<file path="src/rtl/vend_pkg.sv">
// Shared coin codes, coin values and FSM state encoding for the juice vender.
package vend_pkg;

  typedef enum logic [1:0] {
    ST_IDLE     = 2'd0,
    ST_DISPENSE = 2'd1,
    ST_CHANGE   = 2'd2
  } vend_state_e;

  localparam logic [1:0] COIN_CODE_1000 = 2'b00;
  localparam logic [1:0] COIN_CODE_500  = 2'b01;
  localparam logic [1:0] COIN_CODE_100  = 2'b10;
  localparam logic [1:0] COIN_CODE_50   = 2'b11;

  localparam int unsigned COIN_1000_VAL = 1000;
  localparam int unsigned COIN_500_VAL  = 500;
  localparam int unsigned COIN_100_VAL  = 100;
  localparam int unsigned COIN_50_VAL   = 50;

  // Face value of an inserted coin code
  function automatic int unsigned coin_value(input logic [1:0] code);
    case (code)
      COIN_CODE_1000: return COIN_1000_VAL;
      COIN_CODE_500:  return COIN_500_VAL;
      COIN_CODE_100:  return COIN_100_VAL;
      default:        return COIN_50_VAL;
    endcase
  endfunction

endpackage

</file>
<file path="src/rtl/price_bank.sv">
// Per-kind price registers: one write port, one combinational read port.
module price_bank #(
  parameter int unsigned N_KIND     = 4,
  parameter int unsigned MONEY_W    = 16,
  parameter int unsigned PRICE_INIT = 1000,
  localparam int unsigned KW        = $clog2(N_KIND)
) (
  input  logic               i_clk,
  input  logic               i_rst,
  input  logic               i_we,
  input  logic [KW-1:0]      i_waddr,
  input  logic [MONEY_W-1:0] i_wdata,
  input  logic [KW-1:0]      i_raddr,
  output logic [MONEY_W-1:0] o_rdata
);

  logic [MONEY_W-1:0] r_price [N_KIND];

  // Price storage; every entry returns to the initial price on reset
  always_ff @(posedge i_clk or posedge i_rst) begin
    if (i_rst) begin
      for (int i = 0; i < int'(N_KIND); i++) r_price[i] <= MONEY_W'(PRICE_INIT);
    end else if (i_we && (32'(i_waddr) < N_KIND)) begin
      r_price[i_waddr] <= i_wdata;
    end
  end

  // Out-of-range kinds (non power-of-two N_KIND) read as zero
  assign o_rdata = (32'(i_raddr) < N_KIND) ? r_price[i_raddr] : '0;

endmodule

</file>
<file path="src/rtl/multi_juice_vender.sv">
// Multi-kind juice vender: coin credit, priced multi-unit orders, greedy change.
module multi_juice_vender
  import vend_pkg::*;
#(
  parameter int unsigned N_KIND      = 4,
  parameter int unsigned MONEY_W     = 16,
  parameter int unsigned NUM_W       = 3,
  parameter int unsigned PRICE_INIT  = 1000,
  parameter int unsigned AUTO_CHANGE = 1,
  localparam int unsigned KW         = $clog2(N_KIND)
) (
  input  logic               CLK,
  input  logic               RST,
  input  logic               IN_MONEY_VALID,
  input  logic [1:0]         IN_MONEY,
  input  logic [KW-1:0]      IN_KIND,
  input  logic [NUM_W-1:0]   IN_NUM,
  input  logic               IN_BUY,
  input  logic               IN_PRICE_WE,
  input  logic [MONEY_W-1:0] IN_PRICE_DATA,
  input  logic               IN_RETURN,
  output logic [MONEY_W-1:0] OUT_MONEY,
  output logic [MONEY_W-1:0] OUT_PRICE,
  output logic [N_KIND-1:0]  OUT_JUICE_MADE,
  output logic               OUT_1000WON,
  output logic               OUT_500WON,
  output logic               OUT_100WON,
  output logic               OUT_50WON,
  output logic               OUT_BUSY,
  output logic               OUT_ERR,
  output logic               OUT_COIN_REJ,
  output logic               END
);

  localparam int unsigned CW = MONEY_W + NUM_W;
  localparam logic [MONEY_W-1:0] C_1000 = MONEY_W'(COIN_1000_VAL);
  localparam logic [MONEY_W-1:0] C_500  = MONEY_W'(COIN_500_VAL);
  localparam logic [MONEY_W-1:0] C_100  = MONEY_W'(COIN_100_VAL);
  localparam logic [MONEY_W-1:0] C_50   = MONEY_W'(COIN_50_VAL);

  vend_state_e        r_state;
  logic [MONEY_W-1:0] r_credit;
  logic [KW-1:0]      r_kind;
  logic [NUM_W-1:0]   r_qty;
  logic [MONEY_W-1:0] r_price;
  logic [N_KIND-1:0]  r_juice;
  logic [3:0]         r_coin;
  logic               r_err;
  logic               r_rej;
  logic               r_end;

  logic [MONEY_W-1:0] w_price;
  logic               w_price_we;
  logic [MONEY_W:0]   w_coin_val;
  logic [MONEY_W:0]   w_sum;
  logic [MONEY_W-1:0] w_idle_credit;
  logic [CW-1:0]      w_cost;
  logic               w_buy_ok;
  logic [3:0]         w_chg_coin;
  logic [MONEY_W-1:0] w_chg_val;
  logic [MONEY_W-1:0] w_chg_rem;

  // Admin price writes only land while idle and not ordering
  assign w_price_we = IN_PRICE_WE && (r_state == ST_IDLE) && !IN_BUY;

  price_bank #(
    .N_KIND     (N_KIND),
    .MONEY_W    (MONEY_W),
    .PRICE_INIT (PRICE_INIT)
  ) u_price_bank (
    .i_clk   (CLK),
    .i_rst   (RST),
    .i_we    (w_price_we),
    .i_waddr (IN_KIND),
    .i_wdata (IN_PRICE_DATA),
    .i_raddr (IN_KIND),
    .o_rdata (w_price)
  );

  // Coin acceptance uses one extra bit so credit overflow is visible
  assign w_coin_val    = (MONEY_W+1)'(coin_value(IN_MONEY));
  assign w_sum         = {1'b0, r_credit} + w_coin_val;
  assign w_idle_credit = (IN_MONEY_VALID && !w_sum[MONEY_W]) ? w_sum[MONEY_W-1:0] : r_credit;

  // Order cost is kept at full width so large quantities never wrap
  assign w_cost   = CW'(w_price) * CW'(IN_NUM);
  assign w_buy_ok = (IN_NUM != '0) && (w_cost <= CW'(r_credit));

  // Greedy change: largest coin not exceeding the remaining credit
  always_comb begin
    w_chg_coin = 4'b0000;
    w_chg_val  = '0;
    if (r_credit >= C_1000) begin
      w_chg_coin = 4'b1000;
      w_chg_val  = C_1000;
    end else if (r_credit >= C_500) begin
      w_chg_coin = 4'b0100;
      w_chg_val  = C_500;
    end else if (r_credit >= C_100) begin
      w_chg_coin = 4'b0010;
      w_chg_val  = C_100;
    end else if (r_credit >= C_50) begin
      w_chg_coin = 4'b0001;
      w_chg_val  = C_50;
    end
  end

  assign w_chg_rem = r_credit - w_chg_val;

  // Vending FSM with registered pulse outputs; juice pulse leads each dispense cycle
  always_ff @(posedge CLK or posedge RST) begin
    if (RST) begin
      r_state  <= ST_IDLE;
      r_credit <= '0;
      r_kind   <= '0;
      r_qty    <= '0;
      r_price  <= '0;
      r_juice  <= '0;
      r_coin   <= '0;
      r_err    <= 1'b0;
      r_rej    <= 1'b0;
      r_end    <= 1'b0;
    end else begin
      r_juice <= '0;
      r_coin  <= '0;
      r_err   <= 1'b0;
      r_rej   <= 1'b0;
      r_end   <= 1'b0;
      case (r_state)
        ST_IDLE: begin
          r_rej    <= IN_MONEY_VALID && w_sum[MONEY_W];
          r_credit <= w_idle_credit;
          if (IN_BUY) begin
            if (w_buy_ok) begin
              r_state  <= ST_DISPENSE;
              r_kind   <= IN_KIND;
              r_qty    <= IN_NUM - NUM_W'(1);
              r_price  <= w_price;
              r_juice  <= N_KIND'(1) << IN_KIND;
              r_credit <= w_idle_credit - w_price;
            end else begin
              r_err <= 1'b1;
            end
          end else if (IN_RETURN && (r_credit >= C_50)) begin
            r_state <= ST_CHANGE;
          end
        end
        ST_DISPENSE: begin
          r_rej <= IN_MONEY_VALID;
          if (r_qty == '0) begin
            r_state <= (AUTO_CHANGE != 0) ? ST_CHANGE : ST_IDLE;
          end else begin
            r_juice  <= N_KIND'(1) << r_kind;
            r_credit <= r_credit - r_price;
            r_qty    <= r_qty - NUM_W'(1);
          end
        end
        ST_CHANGE: begin
          r_rej    <= IN_MONEY_VALID;
          r_coin   <= w_chg_coin;
          r_credit <= w_chg_rem;
          if (w_chg_rem < C_50) begin
            r_state <= ST_IDLE;
            r_end   <= 1'b1;
          end
        end
        default: r_state <= ST_IDLE;
      endcase
    end
  end

  assign OUT_MONEY      = r_credit;
  assign OUT_PRICE      = w_price;
  assign OUT_JUICE_MADE = r_juice;
  assign OUT_1000WON    = r_coin[3];
  assign OUT_500WON     = r_coin[2];
  assign OUT_100WON     = r_coin[1];
  assign OUT_50WON      = r_coin[0];
  assign OUT_BUSY       = (r_state != ST_IDLE);
  assign OUT_ERR        = r_err;
  assign OUT_COIN_REJ   = r_rej;
  assign END            = r_end;

endmodule

</file>
<file path="config.mk">
export PLATFORM = sky130hd
export DESIGN_NAME = multi_juice_vender
export DESIGN_NICKNAME = d
export VERILOG_FILES = /design/src/rtl/vend_pkg.sv /design/src/rtl/price_bank.sv /design/src/rtl/multi_juice_vender.sv
export SDC_FILE = /design/constraint.sdc
export NUM_CORES = 1
export LEC_CHECK = 0
export BUFFER_PORTS_ARGS = -buffer_cell sky130_fd_sc_hd__buf_2
export CORE_MARGIN = 10
export CORE_UTILIZATION = 30
export DETAILED_ROUTE_END_ITERATION = 12
export HOLD_SLACK_MARGIN = 0.05
export PLACE_DENSITY = 0.58
export SLEW_MARGIN = 20
export SYNTH_ARGS = -nofsm -noshare
export SYNTH_HDL_FRONTEND = slang
export SYNTH_SLANG_ARGS = --single-unit
</file>
<file path="constraint.sdc">
create_clock -name CLK -period 4.6 [get_ports CLK]
set_clock_uncertainty 0.05 [all_clocks]
set_input_delay 0.92 -clock CLK [delete_from_list [all_inputs] [get_ports CLK]]
set_output_delay 0.92 -clock CLK [all_outputs]
set_load 0.01 [all_outputs]
</file>
==> impl_metrics.json, run 1 <==
{
  "final_antenna_net_count": 0,
  "violations": "negative setup slack",
  "fin_setup_tns_ns": -31.68,
  "drt_iter0_markers": 488,
  "track_usage": 0.153,
  "antenna_cells": 0,
  "grt_max_degree": 56,
  "cp_max_fo": 6,
  "syn_inst": 1064,
  "postLayoutCoreUtil": 0.409,
  "arrival_ns": 5.73,
  "slew_viol_final": 0,
  "area_growth_pct": 34.8,
  "async_flop_share": 1.00,
  "hold_class": "register to register",
  "cts.htree.levels": 4,
  "endpoint_kind": "register",
  "min_to": "r_price[5]",
  "worst_pin_slew_ns": 0.853,
  "cts_inserted_buffers": 17,
  "hold_viol": 0,
  "grt_overflow": 0,
  "hold_depth": 2,
  "cp.required_ns": 4.89,
  "cts_tree": "yes",
  "worstSetupStartpoint": "IN_KIND[0]",
  "layout_common_cells": "213 x buf_4, 97 x inv_1, 93 x nand2_1",
  "die_area_sq_mm": 0.0406,
  "crit_path_start_kind": "input port",
  "status": "finished with violations",
  "setup_slack_ns": -0.838,
  "drv_cap": 0,
  "rsz0062_at_grt": "yes",
  "io_pins": 73,
  "final_common_cell": "buf_4",
  "grt_pass1_wl_um": 50200,
  "avgSynthCellArea_sq_um": 9.28,
  "leakage_nw": 6.30,
  "r2r_end": "OUT_MONEY[7]",
  "routed_via_density": 5.11,
  "ys_types": 77,
  "drive_above_1_share": 0.379,
  "period_share": 1.18,
  "power_mw": 12.3,
  "hpwlAfterDp_um": 24400,
  "drc": 0,
  "finalNonFillerCells": 1802,
  "die_w_um": 201,
  "critPathKind": "input port to register",
  "grt_pass1_vias": 9474,
  "placementRows": 66,
  "maxSlewHeadroom": 0.429,
  "finish.net_count": 1484,
  "rrSetupSlack_ns": -0.63,
  "root_buffer": "clkbuf_16",
  "dp_cells": 1736,
  "ff2ff_path_depth": 22,
  "vdd_drop_max_mv": 0.441,
  "clock.fmax_mhz": 184,
  "clkLatencyLatePin_ns": 0.43,
  "synth_enable_flop_cells": 0,
  "die_y_um": 201,
  "ys_ff_latch": 114,
  "clk_pin_slew_worst_paths_ns": 0.06,
  "dr.pass1.iters": 7,
  "start_util": 0.303,
  "power.density_mw_per_mm2": 923,
  "seq_area_frac_synth": 0.292,
  "synthFlopType": "dfrtp_1",
  "cts.sinks": 114,
  "port_buffers": 72,
  "antenna_found_initial": 0,
  "period_needed_ns": 5.44,
  "core_sq_mm": 0.0325,
  "routed_wl_um": 31400,
  "synth_nets": 1201,
  "num_vias": 9215,
  "setup_viol": 44,
  "cts_hold_buf": 0,
  "wl_per_cell_um": 17.4,
  "yosysWarnings": 0,
  "timing.rr.start": "u_price_bank.r_price[23]",
  "syn_area_sq_mm": 0.00987,
  "gp_congestion": 0.898,
  "cts_buffer_depth": 2,
  "min_from": "r_price[5]"
}
kinds of logic after synthesis:
kind of cell | after synthesis | synth area share
mux | 101 | 0.132
buf+inv | 138 | 0.0545
xor+xnor | 51 | 0.0452
fa+ha+maj | 108 | 0.151
flops | 114 | 0.292
simple gates | 296 | 0.149
compound gates | 256 | 0.176
timing repair:
action | CTS | global route
cloned | 3 | 0
gates resized for setup | 44 | 27
buffers inserted | 22 | 13
setup endpoints to repair | 44 | 44
pin swaps | 35 | 19
how the worst max path moves through the flow:
stage / to / slack, ns / cells past startpoint
5_1_grt: OUT_MONEY[7] / -1.06 / 26
2_1_floorplan: r_qty[0] / -0.93 / 23
3_5_place_dp: OUT_MONEY[4] / -1.53 / 22
4_1_cts: OUT_MONEY[4] / -0.82 / 23
6_report: OUT_MONEY[7] / -0.84 / 25
3_3_place_gp: OUT_MONEY[8] / -1.44 / 24
flip-flops by register name (all words and copies together) (netlist names):
register / count
u_price_bank.r_price: 64
OUT_MONEY: 16
r_price: 16
OUT_JUICE_MADE: 4
r_coin: 4
r_qty: 3
r_kind: 2
r_state: 2
END: 1
OUT_COIN_REJ: 1
OUT_ERR: 1
cell usage after synthesis, drive strengths merged, types with 13 or more instances:
library cell	count	share of area
nand2	102	0.039
inv	101	0.038
dfrtp	90	0.23
ha	89	0.11
mux2	72	0.083
o21ai	62	0.031
nor2	52	0.020
a21oi	49	0.025
xnor2	36	0.032
nand3	25	0.014
dfstp	24	0.064
clkbuf	23	0.0087
a211oi	21	0.016
a21o	19	0.014
fa	19	0.039
nor3	19	0.0096
mux4	16	0.037
xor2	15	0.013
a31oi	14	0.0089
buf	13	0.0070
mux2i	13	0.013
layout make-up:
type,instances,area (sq um)
Sequential cell,114,2880
Timing Repair Buffer,299,2160
Fill cell,3252,19200
Clock buffer,18,439
Multi-Input combinational cell,813,6780
Tap cell,442,553
Clock inverter,14,105
Inverter,102,385
report_power, final:
part | internal, mW | switching, mW | leakage [nW]
registers | 1.53 | 0.283 | 1.39
logic | 4.55 | 4.68 | 4.64
clock network | 0.707 | 0.536 | 0.269
metal layers:
layer,track usage,up-vias,routed length (um)
li1,-,4449,-
met1,0.201,4496,14600
met3,0.0294,39,1590
met5,0,-,0
met2,0.252,231,14600
met4,0.0421,0,531
worst max-delay path: stages:
cell and delay (ns):
buf_12 0.12, mux4_2 0.39, buf_6 0.12, nand2_4 0.04
fa_1 0.55, inv_2 0.05, ha_4 0.17, fa_2 0.35
a211oi_2 0.22, nor2_2 0.09, o21ai_2 0.15, o21a_1 0.19
o21ai_2 0.07, xor2_1 0.15, ha_1 0.33, nand4_1 0.12
or4_1 0.42, o21ai_1 0.09, a31o_2 0.15, o211a_4 0.19
nand3_4 0.13, buf_6 0.17, buf_6 0.12, nor3b_4 0.15
o32ai_2 0.26
per-stage QoR:
step	cell area [sq um]	hold WS (ns)	worst slack (ns)
after global routing	13300	0.462	-1.06
after floorplan	10000	0.400	-0.929
after detailed placement	12200	0.421	-1.53
after CTS	13100	0.434	-0.819
final	13300	0.433	-0.838
after global placement	12200	0.411	-1.44
Power figures use the tool's default switching activity.
==> run 2, diff against run 1 <==
Settings changed: SYNTH_HIERARCHICAL from default to 1.
==> impl_metrics.json, run 2 <==
{
  "seqPwrFrac": 0.141,
  "grt_pass1_wl_um": 53300,
  "largest_reg_flops": 64,
  "wl_per_cell_um": 17.8,
  "wl_met1_um": 15000,
  "cts_tree": "yes",
  "num_vias": 9706,
  "crit_path_start_kind": "input port",
  "core_sq_mm": 0.0344,
  "period_share": 1.20,
  "setup_viol": 44,
  "period_needed_ns": 5.52,
  "synth-xor-area-share": 0.0388,
  "final_antenna_net_count": 0,
  "arrival_ns": 5.79,
  "clkLatencyLatePin_ns": 0.44,
  "dpl_cell_area_sq_mm": 0.0128,
  "timing.rr.start": "u_price_bank/r_price[19]",
  "routed_wl_um": 33300,
  "synthFlopType": "dfrtp_1",
  "gp_congestion": 0.896,
  "syn_area_sq_mm": 0.0104,
  "layout_common_cells": "202 x buf_4, 95 x inv_1, 90 x dfrtp_1",
  "hpwlAfterDp_um": 26100,
  "avgSynthCellArea_sq_um": 9.27,
  "antenna_found_initial": 0,
  "synth_top_family_by_area": "compound AO/OA/AOI/OAI gates",
  "ys_types": 96,
  "drc": 0,
  "min_from": "r_price[4]",
  "synth.top_cell.area_share": 0.217,
  "cts_inserted_buffers": 17,
  "cp_max_fo": 9,
  "placementRows": 68,
  "rsz0062_at_grt": "yes",
  "synth_enable_flop_cells": 0,
  "switching_power_mw": 5.93,
  "async_flop_share": 1.00,
  "drv_cap": 0,
  "dr.pass1.iters": 5,
  "hold_depth": 2,
  "power.density_mw_per_mm2": 922,
  "post_synth_mux_area_share": 0.122,
  "netlist_top_cells_area": "dfrtp_1 22%, ha_1 11%, mux2_2 7.6%, dfstp_2 6.1%, fa_1 3.7%",
  "rrSetupSlack_ns": -0.69,
  "worst_hold_slack_ns": 0.430,
  "maxSlewHeadroom": 0.360,
  "ys_ff_latch": 114,
  "regMostFlops": "u_price_bank/r_price",
  "violations": "negative setup slack",
  "postLayoutCoreUtil": 0.409,
  "hold_viol": 0,
  "track_usage": 0.159,
  "worstSetupStartpoint": "IN_KIND[1]",
  "start_util": 0.302,
  "r2r_end": "OUT_MONEY[11]",
  "root_buffer": "clkbuf_16",
  "slew_viol_final": 0,
  "critPathKind": "input port to register",
  "cp.required_ns": 4.86,
  "final_common_cell": "buf_4",
  "die_area_sq_mm": 0.0425,
  "grt_overflow": 0,
  "detailroute.wirelength.met2_um": 16100,
  "setup_slack_ns": -0.925,
  "status": "finished with violations",
  "synthSimpleGateAreaFrac": 0.166,
  "port_buffers": 72,
  "drive_above_1_share": 0.393,
  "antenna_cells": 0,
  "die_y_um": 206,
  "met3WireLength_um": 1510,
  "grt_pass1_vias": 9841,
  "leakage_nw": 6.48,
  "synth_compound_area_frac": 0.194,
  "die_w_um": 206,
  "io_pins": 73,
  "seq_area_frac_synth": 0.278,
  "hold_class": "register to register",
  "yosysWarnings": 6,
  "clk_pin_slew_worst_paths_ns": 0.06,
  "clkPwrFrac": 0.105,
  "fin_area_sq_mm": 0.0141,
  "drt_iter0_markers": 551,
  "synth_nets": 1259,
  "cts.sinks": 114,
  "netSwitchingFraction": 0.458,
  "min_to": "r_price[4]",
  "yosysTopAreaCell": "dfrtp_1",
  "area_growth_pct": 35.3,
  "grt_max_degree": 51,
  "cts_hold_buf": 0,
  "finish.net_count": 1535,
  "worst_pin_slew_ns": 0.958,
  "clock.fmax_mhz": 181,
  "vdd_drop_max_mv": 0.412,
  "cts.htree.levels": 4,
  "ff2ff_path_depth": 21,
  "routed_via_density": 5.20,
  "synthTopCellsByCount": "101 x inv_1, 101 x nand2_1, 90 x dfrtp_1, 90 x ha_1, 70 x mux2_2",
  "syn_inst": 1121,
  "synthAdderAreaFrac": 0.145,
  "cts_buffer_depth": 2,
  "combPwrFrac": 0.755,
  "routed.top_layer": "met4",
  "endpoint_kind": "register",
  "p_int_mw": 7.02
}
[run 2: changes by cell type after synthesis, sizes merged, moves of 5 or more]
cell / delta
o21ai: +6
nor3: +13
a32oi: -6
a31oi: -6
clkbuf: +5
o41ai: +6
o21a: +5
a2bb2oi: +9
a21oi: +6
o211ai: +5
xnor2: -7
and2: +5
nor4: +5
or4: -7
[run 2: how the worst max path moves through the flow]
stage | end | slack, ns | cells past startpoint
final | OUT_MONEY[11] | -0.92 | 22
after global routing | OUT_MONEY[11] | -1.19 | 23
after CTS | OUT_MONEY[15] | -0.98 | 23
after detailed placement | OUT_MONEY[11] | -1.80 | 23
after global placement | OUT_MONEY[11] | -1.68 | 23
after floorplan | OUT_MONEY[11] | -1.43 | 23
[run 2: layout make-up]
cell class | count | area [sq um]
fill | 3425 | 20300
timing repair buffer | 300 | 2260
inverter | 103 | 387
clock inverter | 13 | 150
tap | 455 | 569
multi-input combinational | 861 | 7360
sequential | 114 | 2880
clock buffer | 19 | 443
[run 2: kinds of logic (layout without fill, tap and decap cells)]
group                    Yosys count  count (layout)
AO/OA/AOI/OAI                    282             282
XOR/XNOR                          46              46
adder cells (fa/ha/maj)          109             109
buffers and inverters            146             435
flip-flops                       114             114
multiplexers                      97              97
AND/OR/NAND/NOR                  327             327
[run 2: power by group through the flow]
stage	clock [mW]	combinational, mW	sequential, mW
global route	1.43	10.7	1.88
detailed placement	0	8.88	1.83
global placement	0	8.77	1.81
finish	1.36	9.78	1.82
floorplan	0	5.59	1.81
CTS	1.38	9.44	1.82
[run 2: routing by layer]
layer  global-route usage  up-vias
li1                     -     4663
met1                0.207     4748
met2                0.265      256
met3               0.0251       39
met4               0.0464        0
met5                    0        -
[run 2: per-stage QoR]
stage / total power, mW / setup TNS, ns / worst slack, ns / std cells
finish: 13.0 / -35.43 / -0.925 / 1865
global route: 14.0 / -47.07 / -1.19 / 1865
CTS: 12.6 / -36.52 / -0.977 / 1860
global placement: 10.6 / -64.26 / -1.68 / 1815
floorplan: 7.41 / -47.36 / -1.43 / 1121
detailed placement: 10.7 / -69.55 / -1.80 / 1815
[run 2: what timing repair did]
item / 4_1_cts / 5_1_grt
setup endpoints to repair: 44 / 44
setup buffers: 13 / 5
gates cloned: 1 / 0
pin swaps: 34 / 21
resized for setup: 73 / 34
[run 2: critical path: stages]
cell	delay, ns
buf_12	0.13
mux4_2	0.39
nand2_2	0.07
fa_1	0.56
inv_2	0.06
buf_6	0.11
fa_2	0.41
a211oi_4	0.27
o21ai_2	0.11
a31oi_2	0.19
nor2_2	0.07
nor3_2	0.11
o32a_1	0.20
ha_1	0.24
nand4_1	0.18
inv_2	0.06
a2111oi_4	0.30
a221oi_2	0.12
or4b_4	0.56
nor2_8	0.12
mux2_4	0.31
a221o_1	0.29
